File: config.mk
export PLATFORM = sky130hd
export DESIGN_NAME = decodificador_hamming
export DESIGN_NICKNAME = d
export VERILOG_FILES = /design/src/rtl/hamming_pkg.sv /design/src/rtl/hamming_clasificador.sv /design/src/rtl/decodificador_hamming.sv
export SDC_FILE = /design/constraint.sdc
export NUM_CORES = 1
export LEC_CHECK = 0
export CAP_MARGIN = 10
export CORE_MARGIN = 1
export CORE_UTILIZATION = 56
export DETAILED_ROUTE_END_ITERATION = 7
export DONT_BUFFER_PORTS = 1
export GPL_TIMING_DRIVEN = 0
export PLACE_DENSITY = 0.74
export SLEW_MARGIN = 20
export SYNTH_ARGS = -nofsm -noshare
export SYNTH_HDL_FRONTEND = slang
export SYNTH_HIERARCHICAL = 1
export SYNTH_SLANG_ARGS = --single-unit
File: constraint.sdc
create_clock -name reloj -period 1.72 [get_ports reloj]
set_clock_uncertainty 0.05 [all_clocks]
set_input_delay 0.258 -clock reloj [delete_from_list [all_inputs] [get_ports reloj]]
set_output_delay 0.258 -clock reloj [all_outputs]
set_load 0.01 [all_outputs]
File: src/rtl/hamming_pkg.sv
// hamming_pkg: bit layout, syndrome and result types shared by the SECDED encoder, decoder and benches
package hamming_pkg;
  localparam int POS_PG = 0;
  localparam int POS_P1 = 1;
  localparam int POS_P2 = 2;
  localparam int POS_D1 = 3;
  localparam int POS_P3 = 4;
  localparam int POS_D2 = 5;
  localparam int POS_D3 = 6;
  localparam int POS_D4 = 7;
  typedef logic [2:0] sindrome_t;
  typedef struct packed {
    logic [3:0] dato;
    sindrome_t  posicion;
    logic       simple;
    logic       doble;
  } resultado_t;
  function automatic sindrome_t calcular_sindrome(input logic [7:0] w);
    return {w[POS_P3] ^ w[POS_D2] ^ w[POS_D3] ^ w[POS_D4],
            w[POS_P2] ^ w[POS_D1] ^ w[POS_D3] ^ w[POS_D4],
            w[POS_P1] ^ w[POS_D1] ^ w[POS_D2] ^ w[POS_D4]};
  endfunction
endpackage

File: src/rtl/hamming_clasificador.sv
// hamming_clasificador: turns a codeword with its syndrome and global parity into corrected data and status
module hamming_clasificador
  import hamming_pkg::*;
(
  input  logic [7:0] palabra,
  input  sindrome_t  sindrome,
  input  logic       paridad,
  output resultado_t resultado
);
  logic [7:0] corregida;
  logic       hay_sindrome;
  assign hay_sindrome = sindrome != 3'd0;
  // only odd overall parity means a correctable error; a double error keeps the raw data
  assign corregida = palabra ^ ((paridad && hay_sindrome) ? (8'd1 << sindrome) : 8'd0);
  assign resultado = '{
    dato:     {corregida[POS_D4], corregida[POS_D3], corregida[POS_D2], corregida[POS_D1]},
    posicion: sindrome,
    simple:   paridad,
    doble:    !paridad && hay_sindrome
  };
endmodule

File: src/rtl/decodificador_hamming.sv
// decodificador_hamming: two-stage SECDED (7,4)+parity decoder with valid/ready flow and saturating error counters
module decodificador_hamming
  import hamming_pkg::*;
#(
  parameter int ANCHO_CONT = 8
) (
  input  logic                  reloj,
  input  logic                  reset_n,
  input  logic [7:0]            palabra_entrada,
  input  logic                  valido_entrada,
  output logic                  listo_entrada,
  output logic [3:0]            dato_salida,
  output logic [2:0]            posicion_error,
  output logic                  error_simple,
  output logic                  error_doble,
  output logic                  valido_salida,
  input  logic                  listo_salida,
  input  logic                  limpiar_contadores,
  output logic [ANCHO_CONT-1:0] cuenta_simple,
  output logic [ANCHO_CONT-1:0] cuenta_doble
);
  logic                  v1_q, v1_d, v2_q, v2_d, pg_q, pg_d;
  logic [7:0]            palabra_q, palabra_d;
  sindrome_t             sindrome_q, sindrome_d;
  resultado_t            res_q, res_d, res_c;
  logic [ANCHO_CONT-1:0] cs_q, cs_d, cd_q, cd_d;
  logic                  carga1, carga2, entrega;
  assign listo_entrada = !v1_q || !v2_q || listo_salida;
  assign carga1        = valido_entrada && listo_entrada;
  assign carga2        = v1_q && (!v2_q || listo_salida);
  assign entrega       = v2_q && listo_salida;
  hamming_clasificador u_clasificador (
    .palabra   (palabra_q),
    .sindrome  (sindrome_q),
    .paridad   (pg_q),
    .resultado (res_c)
  );
  always_comb begin
    v1_d       = carga1 ? 1'b1 : (carga2 ? 1'b0 : v1_q);
    v2_d       = carga2 ? 1'b1 : (entrega ? 1'b0 : v2_q);
    palabra_d  = carga1 ? palabra_entrada : palabra_q;
    sindrome_d = carga1 ? calcular_sindrome(palabra_entrada) : sindrome_q;
    pg_d       = carga1 ? ^palabra_entrada : pg_q;
    res_d      = carga2 ? res_c : res_q;
    cs_d       = limpiar_contadores ? '0 : (entrega && res_q.simple && !(&cs_q)) ? cs_q + ANCHO_CONT'(1) : cs_q;
    cd_d       = limpiar_contadores ? '0 : (entrega && res_q.doble && !(&cd_q)) ? cd_q + ANCHO_CONT'(1) : cd_q;
  end
  always_ff @(posedge reloj or negedge reset_n) begin
    if (!reset_n) begin
      v1_q       <= 1'b0;
      v2_q       <= 1'b0;
      palabra_q  <= '0;
      sindrome_q <= '0;
      pg_q       <= 1'b0;
      res_q      <= '0;
      cs_q       <= '0;
      cd_q       <= '0;
    end else begin
      v1_q       <= v1_d;
      v2_q       <= v2_d;
      palabra_q  <= palabra_d;
      sindrome_q <= sindrome_d;
      pg_q       <= pg_d;
      res_q      <= res_d;
      cs_q       <= cs_d;
      cd_q       <= cd_d;
    end
  end
  assign valido_salida  = v2_q;
  assign dato_salida    = res_q.dato;
  assign posicion_error = res_q.posicion;
  assign error_simple   = res_q.simple;
  assign error_doble    = res_q.doble;
  assign cuenta_simple  = cs_q;
  assign cuenta_doble   = cd_q;
endmodule

### Word level (Yosys, flattened, before mapping)

Index checks and enable logic that the tools add are counted.

* register bits after elaboration: 39
* memory bits (writable): 0
* logic and storage cells: 58
* memories: 0
* latch bits: 0
* ROM bits: 0

* div/mod/pow operators: 0
* $add $sub $neg: 2
* multipliers: 0
* muxes and demuxes: 9
* equal/unequal tests: 0
* shift-type cells: 1
* reductions and logical operators: 25
* magnitude comparators: 0
* bitwise logic cells: 10

Operator list (number)
* 8-bit 2-to-1 mux: 5
* 8-bit by 1-bit adder with 8-bit output, second input constant: 2
* 8-bit AND reduction: 2
* 1-bit logical AND: 9
* 1-bit bitwise XOR: 9
* 2-bit nonzero test: 4
* 8-bit parity: 1
* 1-bit by 3-bit << shifter with 8-bit output, first input constant: 1
* 8-bit bitwise XOR: 1
* 1-bit zero test: 5
* 1-bit 2-to-1 mux: 4
* 1-bit logical OR: 3
* 3-bit nonzero test: 1

### Longest topological paths before layout

Gate-level depths: netlist of run 1.

* depth in word-level cells: 5
* mapped depth: 5
* depth with buffers taken out: 5

### By module

The synthesis of run 1 kept the hierarchy.

Modules (own cells, without submodules)
* decodificador_hamming: seq. area each 975.9 sq um, area each 1794.2 sq um, cells an instance 151, times used 1
* hamming_clasificador: seq. area each 0.0 sq um, area each 106.4 sq um, cells an instance 14, times used 1

### Worst setup path before layout of run 1

OpenSTA, ideal clock, no wires.

* path type: flip-flop to flip-flop
* start point: register cs_q[0], in the netlist cuenta_simple[0]
* end point: register cs_q[5], in the netlist cuenta_simple[5]
* cell stages (with the launch flop): 6
* path buffers: 0
* path slack: -64 ps
* data arrival time: 1657 ps
* clock period less this slack: 1784 ps
* cells stage by stage: dfrtp_1 > ha_1 > and3_4 > a21o_1 > or4_1 > a21oi_1

* word-level cells in the longest chain between the ends: 4
* elaborated cells between the ends (all ways): 7
* classes of those cells: 1 x add/sub; 2 x mux; 4 x reduce/logical

RTL lines
* start: declaration: line decodificador_hamming.sv:26 `logic [ANCHO_CONT-1:0] cs_q, cs_d, cd_q, cd_d;`
* start signal: assignment: line decodificador_hamming.sv:65 `cs_q <= cs_d;`
* branches (longest 4 deep; another with 8-bit by 1-bit adder with 8-bit output)

Parallel ways; which one is timed is not known. The select of a mux whose other input is x is not followed.
A chain may end at the register's enable or synchronous reset.

### Worst setup path after layout of run 1

* start point: register cs_q[1], in the netlist cuenta_simple[1]
* end point: register cs_q[5], in the netlist cuenta_simple[5]

Same word-level chain as after synthesis.

==> flow_summary.rst, run 1 <==
.. list-table::
   :header-rows: 1

   * - Metric
     - Value
   * - Final TNS setup
     - -0.02845 ns
   * - Number of antenna diodes
     - 0
   * - Path class of the lowest-slack min-delay path
     - input port to flip-flop
   * - Start point of the critical path
     - cuenta_simple[1]$_DFFE_PN0P_
   * - Clock slew at reported path FFs
     - 0.09 ns
   * - Clock tree from TritonCTS
     - done
   * - Largest buffer count on any clock path
     - 2
   * - Final-stage net count
     - 186
   * - Crit-path leading delay family
     - simple AND/OR/NAND/NOR gates
   * - Actual slew at the worst max-slew pin
     - around 0.47 ns
   * - Master of the slowest instance on the critical path
     - sky130_fd_sc_hd__dfrtp_2
   * - Post-layout instance area
     - 1963 um2
   * - Post-DRT Antenna Nets
     - 0
   * - Failing checks
     - design-rule violations, negative setup slack
   * - Detailed-route via count
     - 1219
   * - Number of setup violations in the final report
     - 1
   * - Smallest setup slack after layout
     - -0.02845 ns
   * - Synth Warn #
     - 6
   * - Area added between synthesis and finish
     - 11.83%
   * - Total clock buffers created by CTS
     - 5
   * - Final Instance Count excl. Fillers
     - 201
   * - Count of buffers inserted at the top-level ports
     - 0
   * - FF-to-FF path depth
     - 5
   * - Die Outline Area
     - roughly 3400 um2
   * - Area post-placement
     - around 1800 um2
   * - Post-Route WL
     - ~3200 um
   * - TritonCTS sink count
     - 35
   * - Critical path destination
     - cuenta_simple[5]$_DFFE_PN0P_
   * - Number of nets produced by synthesis
     - between 150 and 200
   * - All-layer global routing usage
     - between 20% and 30%
   * - Insertion delay to the later sink of the worst-skew pair
     - 0.33 ns
   * - Initial core utilization
     - between 60% and 70%
   * - Cell chosen for the clock root
     - sky130_fd_sc_hd__clkbuf_4
   * - VDD IR-drop max
     - between 0.5 and 0.6 mV
   * - Relative slew margins
     - 68.76%
   * - Detailed placement HPWL
     - 2225 um
   * - Share of the clock period used by the worst path
     - 101.7%
   * - Number of antenna violations at the first check in global routing
     - 0
   * - Via-to-Cell Ratio
     - 6.065
   * - Critical path, cell by cell
     - ha_4 > and3_4 > a21o_4 > or4_4 > a21oi_2
   * - Arrival time worst endpoint
     - 1.96 ns
   * - Startpoint type of the worst setup path
     - flip-flop
   * - Result of the run
     - complete, but fails checks
   * - Routed WL per cell
     - 15.94 um
   * - Die extent in y
     - 57.99 um
   * - Worst-path maximum fanout
     - 4
   * - Worst path depth
     - 5
   * - Top-level port count
     - 40
   * - Number of maximum-capacitance violations
     - 0
   * - End-of-flow core utilization
     - 68.82%
   * - Number of standard-cell rows in the floorplan
     - 19
   * - Internal reg-to-reg setup slack
     - -0.03 ns
   * - Iter 0 DRT Violations
     - 67
   * - RR Endpoint
     - cuenta_simple[5]$_DFFE_PN0P_
   * - Setup repair after global routing missed its margin
     - true
   * - Critical Setup Path Class
     - flip-flop to flip-flop
   * - Maximum number of pins on one net before global-route repair
     - 36
   * - Power, Total
     - 1.946 mW
   * - Die Wd
     - approximately 58 um
   * - Drt drc
     - 2
   * - GRT overflow
     - 0
   * - Hold Fails Final Rpt
     - 0
   * - Source of the worst register-to-register timing path
     - cuenta_simple[1]$_DFFE_PN0P_
   * - Post-placement cell count
     - roughly 190
   * - Final number of max-transition violations
     - 0
   * - Leakage power
     - 0.7851 nW
   * - 1st-pass router iterations
     - 6
   * - GPL Wtd Cong
     - between 0.8 and 0.9
   * - Per-instance average area after synthesis
     - 11.18 um2
   * - Share of final-layout standard cells stronger than drive strength 1
     - 26.47%
   * - H-Tree Depth
     - 2
   * - Cell area power density
     - 991.1 nW/um2
   * - Crit path required time
     - 1.93 ns
   * - Stage delay of the slowest cell on the critical path
     - roughly 0.47 ns
   * - Area of the mapped netlist
     - 1755 um2
   * - Via count of the first global-routing pass
     - 1238
   * - Buffers & Inverters on Critical Path
     - 0
   * - First-pass GRT wire length
     - between 5000 and 6000 um
   * - Fin crit period
     - ~1.7 ns
   * - Critical path capture point type
     - flip-flop
   * - Area of the core region
     - 2853 um2
   * - Maximum operating frequency
     - 0.5719 GHz
   * - Cell count after synthesis
     - 157
==> where the power goes <==
group | internal, mW | switching, mW | total (mW)
sequential | 0.964 | 0.203 | 1.17
combinational | 0.231 | 0.159 | 0.390
clock | 0.145 | 0.244 | 0.390
==> area by class of cell <==
cell class | instances | area, um2
Buffer | 7 | 42.54
Clock buffer | 6 | 41.29
Fill cell | 222 | 889.6
Inverter | 3 | 11.26
Multi-Input combinational cell | 112 | 878.3
Sequential cell | 35 | 880.8
Tap cell | 31 | 38.79
Timing Repair Buffer | 7 | 70.07
==> state kept, by name, summed over array words and instances, names as in the netlist <==
signal          count
cuenta_doble        8
cuenta_simple       8
dato_salida         4
palabra_q           4
posicion_error      3
sindrome_q          3
error_doble         1
error_simple        1
pg_q                1
v1_q                1
valido_salida       1
==> per-layer routing <==
| metal | up-vias | track usage, % | wire length (um) |
|---|---|---|---|
| li1 | 580 | - | - |
| met1 | 594 | 24.85 | 1310 |
| met2 | 39 | 36.95 | 1653 |
| met3 | 6 | 6.250 | 194 |
| met4 | 0 | 10.20 | 46 |
| met5 | - | 0 | 0 |
==> metrics by stage <==
step	worst slack, ns	hold WS [ns]
6_report	-0.02845	0.02729
5_1_grt	-0.09194	0.005579
4_1_cts	-0.007891	0.01266
3_5_place_dp	-0.1608	-0.08693
3_3_place_gp	-0.1171	-0.08691
2_1_floorplan	-0.01135	-0.08759
==> worst min-delay path by stage <==
stage	cells past startpoint	slack, ns	end	start
after global placement	0	-0.09	cuenta_doble[2]$_DFFE_PN0P_	reset_n
after global routing	1	0.006	palabra_q[3]$_DFFE_PN0P_	palabra_entrada[3]
after detailed placement	0	-0.09	cuenta_doble[2]$_DFFE_PN0P_	reset_n
after CTS	1	0.01	palabra_q[7]$_DFFE_PN0P_	palabra_entrada[7]
after floorplan	0	-0.09	cuenta_doble[0]$_DFFE_PN0P_	reset_n
final	1	0.03	palabra_q[7]$_DFFE_PN0P_	palabra_entrada[7]
==> repair_timing <==
action | in CTS | in global routing
hold buffers | 3 | 0
pin swaps | 3 | 1
setup buffers | 4 | 0
endpoints found under the setup margin | 6 | 6
endpoints found under the hold margin | 36 | 0
resized for setup | 7 | 6
==> cell usage in the layout, fill, tap and decap left out, types with 4 or more instances in the layout <==
cell / n
sky130_fd_sc_hd__a21oi_1: 4
sky130_fd_sc_hd__buf_4: 8
sky130_fd_sc_hd__clkbuf_4: 5
sky130_fd_sc_hd__dfrtp_1: 31
sky130_fd_sc_hd__dfrtp_2: 4
sky130_fd_sc_hd__mux2_2: 14
sky130_fd_sc_hd__nand2_1: 10
sky130_fd_sc_hd__nand3_1: 5
sky130_fd_sc_hd__nor2_1: 12
sky130_fd_sc_hd__o21ai_0: 4
sky130_fd_sc_hd__xnor2_1: 15
sky130_fd_sc_hd__xor2_1: 8
(Power assumes the default switching activity.)
==> run 2, diff against run 1 <==
--- a/config.mk
+++ b/config.mk
@@ -17,3 +17,4 @@
 export SYNTH_HDL_FRONTEND = slang
 export SYNTH_HIERARCHICAL = 1
 export SYNTH_SLANG_ARGS = --single-unit
+export TNS_END_PERCENT = 50
==> results of run 2 <==
Final layout, timing and power as in run 1 (identical DEF).
==> run 3, diff against run 2 <==
--- a/config.mk
+++ b/config.mk
@@ -6,7 +6,6 @@
 export NUM_CORES = 1
 export LEC_CHECK = 0
 export CAP_MARGIN = 10
-export CORE_MARGIN = 1
 export CORE_UTILIZATION = 56
 export DETAILED_ROUTE_END_ITERATION = 7
 export DONT_BUFFER_PORTS = 1
==> results of run 3 <==
Final layout, timing and power as in run 1 (identical DEF).
